--- src/rtl/dmem_ctrl.sv ---
// rtl/dmem_ctrl.sv - data-memory access controller between the MEM stage and a handshaked RAM
// Optional misaligned-access trap enabled by defining DMEM_ALIGN_CHECK_EN.
module dmem_ctrl #(
    parameter int ADDR_W  = 10,
    parameter int TIMEOUT = 15
) (
    input  logic              clk,
    input  logic              rst_n,
    input  logic              mem_ren,
    input  logic              mem_wen,
    input  logic [31:0]       mem_addr,
    input  logic [31:0]       mem_dout,
    output logic [31:0]       mem_din,
    output logic              mem_stall,
    output logic              mem_err,
    output logic              ram_cs,
    output logic              ram_we,
    output logic [ADDR_W-1:0] ram_addr,
    output logic [31:0]       ram_wdata,
    input  logic [31:0]       ram_rdata,
    input  logic              ram_ack
);

    typedef enum logic [1:0] {
        S_IDLE = 2'd0,
        S_REQ  = 2'd1,
        S_WAIT = 2'd2,
        S_DONE = 2'd3
    } state_t;

    localparam logic [7:0] WAIT_LAST = 8'(TIMEOUT - 1);
    localparam logic [31:0] TIMEOUT_DATA = 32'hDEAD_BEEF;

    state_t            state_q, state_d;
    logic [7:0]        cnt_q, cnt_d;
    logic [31:0]       din_q, din_d;
    logic              err_q, err_d;
    logic              cs_q, cs_d;
    logic              we_q, we_d;
    logic [ADDR_W-1:0] addr_q, addr_d;
    logic [31:0]       wdata_q, wdata_d;
    logic              req;
    logic              misalign;

    logic unused_addr_bits;
    assign unused_addr_bits = ^{mem_addr[31:ADDR_W+2], mem_addr[1:0]};

    assign req = mem_ren | mem_wen;

`ifdef DMEM_ALIGN_CHECK_EN
    assign misalign = (mem_addr[1:0] != 2'b00);
`else
    assign misalign = 1'b0;
`endif

    always_comb begin
        state_d = state_q;
        cnt_d   = cnt_q;
        din_d   = din_q;
        err_d   = err_q;
        cs_d    = 1'b0;
        we_d    = we_q;
        addr_d  = addr_q;
        wdata_d = wdata_q;
        case (state_q)
            S_IDLE: begin
                if (req) begin
                    // ren and wen together resolve to a write but still flag an error
                    err_d = err_q | (mem_ren & mem_wen);
                    if (misalign) begin
                        state_d = S_DONE;
                        err_d   = 1'b1;
                        if (!mem_wen) begin
                            din_d = 32'd0;
                        end
                    end else begin
                        state_d = S_REQ;
                        cs_d    = 1'b1;
                        we_d    = mem_wen;
                        addr_d  = mem_addr[ADDR_W+1:2];
                        wdata_d = mem_dout;
                    end
                end
            end
            S_REQ: begin
                if (ram_ack) begin
                    state_d = S_DONE;
                    if (!we_q) begin
                        din_d = ram_rdata;
                    end
                end else begin
                    state_d = S_WAIT;
                    cnt_d   = 8'd0;
                end
            end
            S_WAIT: begin
                cnt_d = cnt_q + 8'd1;
                if (ram_ack) begin
                    state_d = S_DONE;
                    if (!we_q) begin
                        din_d = ram_rdata;
                    end
                end else if (cnt_q == WAIT_LAST) begin
                    state_d = S_DONE;
                    err_d   = 1'b1;
                    din_d   = TIMEOUT_DATA;
                end
            end
            S_DONE: begin
                state_d = S_IDLE;
            end
            default: begin
                state_d = S_IDLE;
            end
        endcase
    end

    always_ff @(posedge clk) begin
        if (!rst_n) begin
            state_q <= S_IDLE;
            cnt_q   <= 8'd0;
            din_q   <= 32'd0;
            err_q   <= 1'b0;
            cs_q    <= 1'b0;
            we_q    <= 1'b0;
            addr_q  <= '0;
            wdata_q <= 32'd0;
        end else begin
            state_q <= state_d;
            cnt_q   <= cnt_d;
            din_q   <= din_d;
            err_q   <= err_d;
            cs_q    <= cs_d;
            we_q    <= we_d;
            addr_q  <= addr_d;
            wdata_q <= wdata_d;
        end
    end

    // Stall is forced low during reset so the pipeline is never frozen by an abandoned access
    assign mem_stall = rst_n & (((state_q == S_IDLE) & req) |
                                (state_q == S_REQ) | (state_q == S_WAIT));
    assign mem_din   = din_q;
    assign mem_err   = err_q;
    assign ram_cs    = cs_q;
    assign ram_we    = we_q;
    assign ram_addr  = addr_q;
    assign ram_wdata = wdata_q;

endmodule

--- config.mk ---
export PLATFORM = sky130hd
export DESIGN_NAME = dmem_ctrl
export DESIGN_NICKNAME = d
export VERILOG_FILES = /design/src/rtl/dmem_ctrl.sv
export SDC_FILE = /design/constraint.sdc
export NUM_CORES = 1
export LEC_CHECK = 0
export ABC_AREA = 1
export CAP_MARGIN = 20
export CORE_MARGIN = 5
export CORE_UTILIZATION = 38
export DETAILED_ROUTE_END_ITERATION = 12
export GPL_ROUTABILITY_DRIVEN = 0
export PLACE_DENSITY = 0.86
export SLEW_MARGIN = 30
export SYNTH_ARGS = -nofsm -noshare
export SYNTH_HDL_FRONTEND = slang
export SYNTH_SLANG_ARGS = --single-unit
--- constraint.sdc ---
create_clock -name clk -period 3 [get_ports clk]
set_clock_uncertainty 0.2 [all_clocks]
set_input_delay 0.75 -clock clk [delete_from_list [all_inputs] [get_ports clk]]
set_output_delay 0.75 -clock clk [all_outputs]
set_load 0.01 [all_outputs]
==> reports/summary.log, run 1 <==
qor: outcome.run_status completed
qor: floorplanning.total_die_area 12400 um^2
qor: timing.timing.final.crit_period 2.75 ns
qor: logic_synthesis.synth_adder_area_share 1.92%
qor: floorplanning.rows 37
qor: detailed_routing.viasPerCell 5.05
qor: clock_network.insertion_delay 0.36 ns
qor: pwr.worst_ir_drop_vdd 620 uV
qor: logic_synthesis.syn_avg_cell_area 7.28 um^2
qor: logic_synthesis.postSynthNetCount 644
qor: timing.timing.slew.headroom 63.7%
qor: timing.final.hold.worst_slack 0.285 ns
qor: pwr.power.leakage 0.00221 uW
qor: global_route.grt_overflow 0
qor: critical_path.classification_of_the_worst_setup_path flop to output pin
qor: clock_network.clock-sinks 87
qor: pwr.power-per-cell-area 946 nW/um^2
qor: clock_network.postCtsSetupRepairBufs 0
qor: timing.maxSlewViolCount 0
qor: finish.area.growth.synth_to_final 48.3%
qor: global_route.grt_pass1_vias 4112
qor: finish.finalCoreUtilization 56.9%
qor: finish.proportion_of_layout_cells_with_a_drive_suffix_above_1 6.14%
qor: timing.setup_repair_after_global_routing_missed_its_margin no
qor: finish.final_cell_count_no_fill 820
qor: global_route.grt_first_pass_wirelength 19700 um
qor: logic_synthesis.synth-xor-area-share 0.224%
qor: clock_network.tritoncts built
qor: critical_path.crit_fanout 5
qor: global_route.maximum_number_of_pins_on_one_net_before_global_route_repair 47
qor: critical_path.worst_path_required_time 2.05 ns
qor: timing.maxClockFrequency 0.364 GHz
qor: timing.period_share 91.6%
qor: logic_synthesis.post_synth_instance_area 3910 um^2
qor: logic_synthesis.synthMuxAreaShare 0%
qor: clock_network.cts_hold_buf 0
qor: floorplanning.core_area 10200 um^2
qor: clock_network.numCtsBuffers 9
qor: critical_path.critPathSlowestCell sky130_fd_sc_hd__dfxtp_1
qor: critical_path.startpoint_type flop
qor: detailed_routing.finalWirelength 12000 um
qor: logic_synthesis.gate_count_of_the_mapped_netlist 537
qor: critical_path.crit_buf_inv 2
qor: placement.numPlacedInstances 804
qor: floorplanning.initial_core_util 38.4%
qor: timing.tns 0 ns
qor: finish.layout.cell_area.non_filler 5800 um^2
qor: critical_path.critPathMaxStageDelay 0.39 ns
qor: finish.n_antenna_cell 0
qor: timing.final_hold_viol_count 0
qor: detailed_routing.routed_wire_length_per_instance 14.6 um
qor: clock_network.clk_pin_slew_worst_paths 0.10 ns
qor: placement.placement.cell_area 5550 um^2
qor: detailed_routing.drt_first_iter_violations 287
qor: clock_network.clock_path_buffers 2
qor: global_route.combined_global_route_utilization_of_all_metal_layers 19.1%
qor: global_route.grt_antenna_before_repair 0
qor: logic_synthesis.ys_seq_area_share 44.6%
qor: critical_path.worst_setup_path_end_kind output pin
qor: logic_synthesis.complex_gate_fraction_of_the_synthesized_area 18.6%
qor: run.cap_violations 0
qor: placement.detailed_place_hpwl 8680 um
qor: logic_synthesis.synth_simple_gate_area_share 27.5%
qor: logic_synthesis.ys_ff_latch 87
qor: floorplanning.die_y 111 um
qor: critical_path.reg2reg_setup_slack 0.82 ns
qor: finish.layout.nets 786
qor: logic_synthesis.combinational_family_with_the_most_area_after_synthesis simple AND/OR/NAND/NOR gates
qor: floorplanning.die_w 111 um
qor: logic_synthesis.synth_cell_type_count 28
qor: placement.numPortBuffers 156
qor: critical_path.worstPathArrival 1.80 ns
qor: detailed_routing.antenna_violating_nets_post_route 0
qor: clock_network.cts_htree_levels 3
qor: detailed_routing.detailroute.via_count 4142
qor: floorplanning.i_o_pins 179
qor: clock_network.postCtsResizedCells 2
qor: hold_path.hold_path.class flop to flop
qor: clock_network.cts_root_buffer sky130_fd_sc_hd__clkbuf_8
qor: critical_path.critical_path.cell_chain inv_1, ha_1, nor2_2, a21oi_1, dlygate4sd2_1
qor: critical_path.cp_top_family buffers and inverters
qor: timing.tightestPinTransition 0.539 ns
qor: detailed_routing.dr.pass1.iters 5
qor: logic_synthesis.synth-warning-count 0
qor: timing.final_setup_violation_count 0
qor: detailed_routing.drc 0
-- metal layers --
layer	routed length, um	GRT usage, %
met2	5640	32.9
met1	4770	20.9
met3	1410	8.97
met5	0	0
met4	158	5.76
-- metrics by stage --
step                worst slack, ns  total power [uW]
CTS                           0.219              5540
finish                        0.253              5480
detailed placement          -0.0292              4520
floorplan                     0.743              3370
global placement           -0.00532              4390
global route                 0.0925              5900
-- state kept, by name (all words and copies together), names as in the netlist --
register / flops
ram_cs: 1
mem_din: 32
ram_wdata: 32
ram_addr: 10
cnt_q: 8
state_q: 2
mem_err: 1
ram_we: 1
-- power breakdown --
group	leakage (uW)	internal [uW]	switching, uW
registers	0.000716	1540	243
logic	0.00138	1220	1480
clock network	0.000122	563	442
total	0.00221	3320	2160
-- Yosys cell counts --
cell type | count | area (um^2)
sky130_fd_sc_hd__a21oi_1 | 41 | 205
sky130_fd_sc_hd__a22oi_1 | 8 | 60.1
sky130_fd_sc_hd__clkinv_1 | 1 | 3.75
sky130_fd_sc_hd__a21oi_4 | 1 | 16.3
sky130_fd_sc_hd__ha_1 | 6 | 75.1
sky130_fd_sc_hd__o21ai_4 | 1 | 16.3
sky130_fd_sc_hd__buf_1 | 3 | 11.3
sky130_fd_sc_hd__nand2_1 | 117 | 439
sky130_fd_sc_hd__nand3b_1 | 1 | 7.51
sky130_fd_sc_hd__o211ai_1 | 24 | 180
sky130_fd_sc_hd__nand4_1 | 3 | 18.8
sky130_fd_sc_hd__nor3_1 | 2 | 10.0
sky130_fd_sc_hd__a211oi_1 | 1 | 7.51
sky130_fd_sc_hd__nand2_4 | 1 | 11.3
sky130_fd_sc_hd__inv_2 | 2 | 7.51
sky130_fd_sc_hd__nor2_2 | 2 | 12.5
sky130_fd_sc_hd__dfxtp_1 | 87 | 1740
sky130_fd_sc_hd__buf_4 | 3 | 22.5
sky130_fd_sc_hd__clkbuf_1 | 17 | 63.8
sky130_fd_sc_hd__inv_1 | 14 | 52.6
sky130_fd_sc_hd__buf_2 | 10 | 50.1
sky130_fd_sc_hd__nand3_2 | 3 | 30.0
sky130_fd_sc_hd__nand3_1 | 35 | 175
sky130_fd_sc_hd__o21bai_1 | 1 | 7.51
sky130_fd_sc_hd__o21ai_0 | 47 | 235
sky130_fd_sc_hd__xor2_1 | 1 | 8.76
sky130_fd_sc_hd__nor2_1 | 99 | 372
sky130_fd_sc_hd__buf_6 | 6 | 67.6
-- cells by family after synthesis --
kind of cell,after synthesis
AOI/OAI and AO/OA,124
xor gates and xnor gates,1
adders and majority gates,6
buffers and inverters,56
DFF,87
and+or+nand+nor,263
-- final timing paths --
kind                            startpoint            end  cells past startpoint
worst min register to register     mem_err        mem_err                      2
worst min-delay path               mem_err        mem_err                      2
worst max-delay path            state_q[1]      mem_stall                      5
worst max register to register  state_q[0]  ram_wdata[11]                      8
-- worst min-delay path, cell delays in order (launching register included) --
cell and delay [ns]:
sky130_fd_sc_hd__dfxtp_1 0.33, sky130_fd_sc_hd__inv_1 0.05, sky130_fd_sc_hd__a21oi_1 0.06
-- final cells by class --
class                      instances  area (um^2)
fill                             917         4390
multi-input combinational        394         1890
sequential                        87         1740
timing repair buffer             170         1680
tap                              136          170
clock inverter                     7          126
clock buffer                       9          124
inverter                          17         63.8
-- cells in the final DEF, fill, tap and decap left out, types with 2 or more instances in the layout --
master	n
sky130_fd_sc_hd__dfxtp_1	87
sky130_fd_sc_hd__nand3_1	35
sky130_fd_sc_hd__o21ai_0	46
sky130_fd_sc_hd__a21oi_1	41
sky130_fd_sc_hd__inv_2	2
sky130_fd_sc_hd__nand4_1	3
sky130_fd_sc_hd__inv_1	14
sky130_fd_sc_hd__o211ai_1	24
sky130_fd_sc_hd__bufinv_16	3
sky130_fd_sc_hd__nor3_1	2
sky130_fd_sc_hd__buf_4	13
sky130_fd_sc_hd__a22oi_1	8
sky130_fd_sc_hd__nor2_2	3
sky130_fd_sc_hd__ha_1	6
sky130_fd_sc_hd__nor2_1	98
sky130_fd_sc_hd__nand2_1	117
sky130_fd_sc_hd__clkbuf_8	9
sky130_fd_sc_hd__clkdlybuf4s50_1	155
sky130_fd_sc_hd__nand3_2	3
(Power assumes the default switching activity.)
==> run 2: changes to the inputs <==
- CTS_CLUSTER_SIZE: not set -> 30
- PLACE_DENSITY: 0.86 -> 0.74
==> reports/summary.log, run 2 (synthesized netlist as in run 1, its figures left out) <==
qor: timing.tightestPinTransition 0.734 ns
qor: pwr.p_clk_share 15.9%
qor: global_route.grt_overflow 0
qor: run.cap_violations 0
qor: critical_path.crit_fanout 2
qor: timing.final.hold.worst_slack 0.282 ns
qor: global_route.maximum_number_of_pins_on_one_net_before_global_route_repair 47
qor: detailed_routing.dr.pass1.iters 4
qor: pwr.power_switching_share 40.3%
qor: global_route.grt_antenna_before_repair 0
qor: finish.layout.cell_area.non_filler 5770 um^2
qor: timing.tns 0 ns
qor: floorplanning.i_o_pins 179
qor: finish.layout.nets 787
qor: placement.placement.cell_area 5550 um^2
qor: placement.detailed_place_hpwl 8070 um
qor: critical_path.critPathSlowestCell sky130_fd_sc_hd__clkdlybuf4s50_1
qor: detailed_routing.finalWirelength 11300 um
qor: floorplanning.core_area 10200 um^2
qor: placement.numPortBuffers 156
qor: pwr.intPower 3160 uW
qor: floorplanning.rows 37
qor: finish.n_antenna_cell 0
qor: pwr.power-per-cell-area 918 nW/um^2
qor: detailed_routing.viasPerCell 4.94
qor: clock_network.insertion_delay 0.36 ns
qor: pwr.power.share.sequential 33.5%
qor: critical_path.startpoint_type input pin
qor: critical_path.critPathMaxStageDelay 0.50 ns
qor: timing.final_setup_violation_count 0
qor: detailed_routing.drc 0
qor: critical_path.worst_path_required_time 2.05 ns
qor: timing.final_hold_viol_count 0
qor: pwr.reported_net_switching_power 2130 uW
qor: outcome.run_status completed
qor: critical_path.critical_path.cell_chain clkdlybuf4s50_1, o21ai_2, a21oi_1, dlymetal6s2s_1
qor: detailed_routing.antenna_violating_nets_post_route 0
qor: detailed_routing.drt_first_iter_violations 229
qor: pwr.power.leakage 0.00220 uW
qor: clock_network.numCtsBuffers 9
qor: floorplanning.die_y 111 um
qor: detailed_routing.detailroute.via_count 4054
qor: critical_path.classification_of_the_worst_setup_path input pin to output pin
qor: finish.area.growth.synth_to_final 47.6%
qor: global_route.grt_pass1_vias 3816
qor: timing.timing.final.crit_period 2.58 ns
qor: clock_network.tritoncts built
qor: critical_path.cp_top_family buffers and inverters
qor: floorplanning.die_w 111 um
qor: clock_network.clk_pin_slew_worst_paths 0.10 ns
qor: pwr.worst_ir_drop_vdd 489 uV
qor: clock_network.cts_root_buffer sky130_fd_sc_hd__clkbuf_8
qor: finish.layout.filler_cells 939
qor: critical_path.worstPathArrival 1.63 ns
qor: critical_path.reg2reg_setup_slack 0.65 ns
qor: timing.setup_repair_after_global_routing_missed_its_margin no
qor: finish.layout.cells.most_common_list 155 x sky130_fd_sc_hd__clkdlybuf4s50_1, 117 x sky130_fd_sc_hd__nand2_1, 98 x sky130_fd_sc_hd__nor2_1
qor: clock_network.cts_htree_levels 3
qor: timing.maxClockFrequency 0.388 GHz
qor: hold_path.hold_path.class flop to flop
qor: critical_path.worst_setup_path_end_kind output pin
qor: finish.proportion_of_layout_cells_with_a_drive_suffix_above_1 6.28%
qor: clock_network.clock_path_buffers 2
qor: clock_network.clock-sinks 87
qor: floorplanning.total_die_area 12400 um^2
qor: critical_path.crit_buf_inv 2
qor: timing.maxSlewViolCount 0
qor: timing.timing.slew.headroom 51.0%
qor: global_route.combined_global_route_utilization_of_all_metal_layers 17.8%
qor: detailed_routing.routed_wire_length_per_instance 13.8 um
qor: finish.commonest_non_fill_non_tap_cell_in_the_layout sky130_fd_sc_hd__clkdlybuf4s50_1
qor: timing.period_share 86.0%
qor: floorplanning.initial_core_util 38.4%
qor: pwr.pwr-share-comb 50.6%
qor: global_route.grt_first_pass_wirelength 18500 um
## run 2: cell types whose count changed in the layout (fill, tap and decap cells not counted)
cell | before | now
sky130_fd_sc_hd__buf_4 | 13 | 14
sky130_fd_sc_hd__bufinv_16 | 3 | 1
sky130_fd_sc_hd__clkinvlp_4 | 1 | 3
sky130_fd_sc_hd__dlygate4sd2_1 | 1 | 0
sky130_fd_sc_hd__dlymetal6s2s_1 | 0 | 1
sky130_fd_sc_hd__nor2_2 | 3 | 2
sky130_fd_sc_hd__nor2_4 | 0 | 1
## run 2: final timing paths
kind	to	from	depth (start not counted)
setup / recovery	mem_stall	mem_wen	4
hold / removal	mem_err	mem_err	2
hold reg to reg	mem_err	mem_err	2
setup reg to reg	mem_din[23]	state_q[0]	9
## run 2: per-stage QoR
stage / total power, uW / instances / setup slack [ns] / util (%)
final: 5300 / 821 / 0.421 / 56.6
after global routing: 5710 / 821 / 0.336 / 56.6
after CTS: 5350 / 821 / 0.0195 / 56.6
after detailed placement: 4480 / 805 / 0.0196 / 54.5
after global placement: 4410 / 805 / 0.0135 / 54.5
after floorplan: 3370 / 537 / 0.743 / -
## run 2: worst register-to-register path, delay by kind of cell, from the launching register on
family	cells	cell delay, ns
AND/OR/NAND/NOR	3	0.60
buffers and inverters	3	0.50
flip-flops	1	0.38
AO/OA/AOI/OAI	2	0.29
adder cells (fa/ha/maj)	1	0.25
## run 2: power groups by stage
stage | registers (uW) | clock network (uW) | logic [uW]
floorplan | 1940 | 0 | 1430
detailed placement | 1800 | 0 | 2680
finish | 1770 | 845 | 2680
global route | 1830 | 930 | 2950
global placement | 1780 | 0 | 2630
CTS | 1780 | 871 | 2700
## run 2: area by class of cell
class,instances,area (um^2),share of cell area (%)
clock buffers,9,124,2.15
flip-flops and latches,87,1740,30.2
well taps,136,170,2.95
clock inverters,7,81.3,1.41
repair buffers,171,1690,29.3
multi-input cells,394,1900,32.9
inverters,17,63.8,1.11
## run 2: per-layer routing
metal  GRT usage [%]  wire length, um
met5               0                0
met4            6.41               87
met3            8.32             1300
met2            27.3             5040
met1            21.9             4870
## run 2: what timing repair did
item | 4_1_cts | 5_1_grt
buffers inserted | 0 | 0
resized for setup | 1 | 2
hold endpoints to repair | 0 | 0
hold buffers | 0 | 0
setup endpoints to repair | 1 | 1
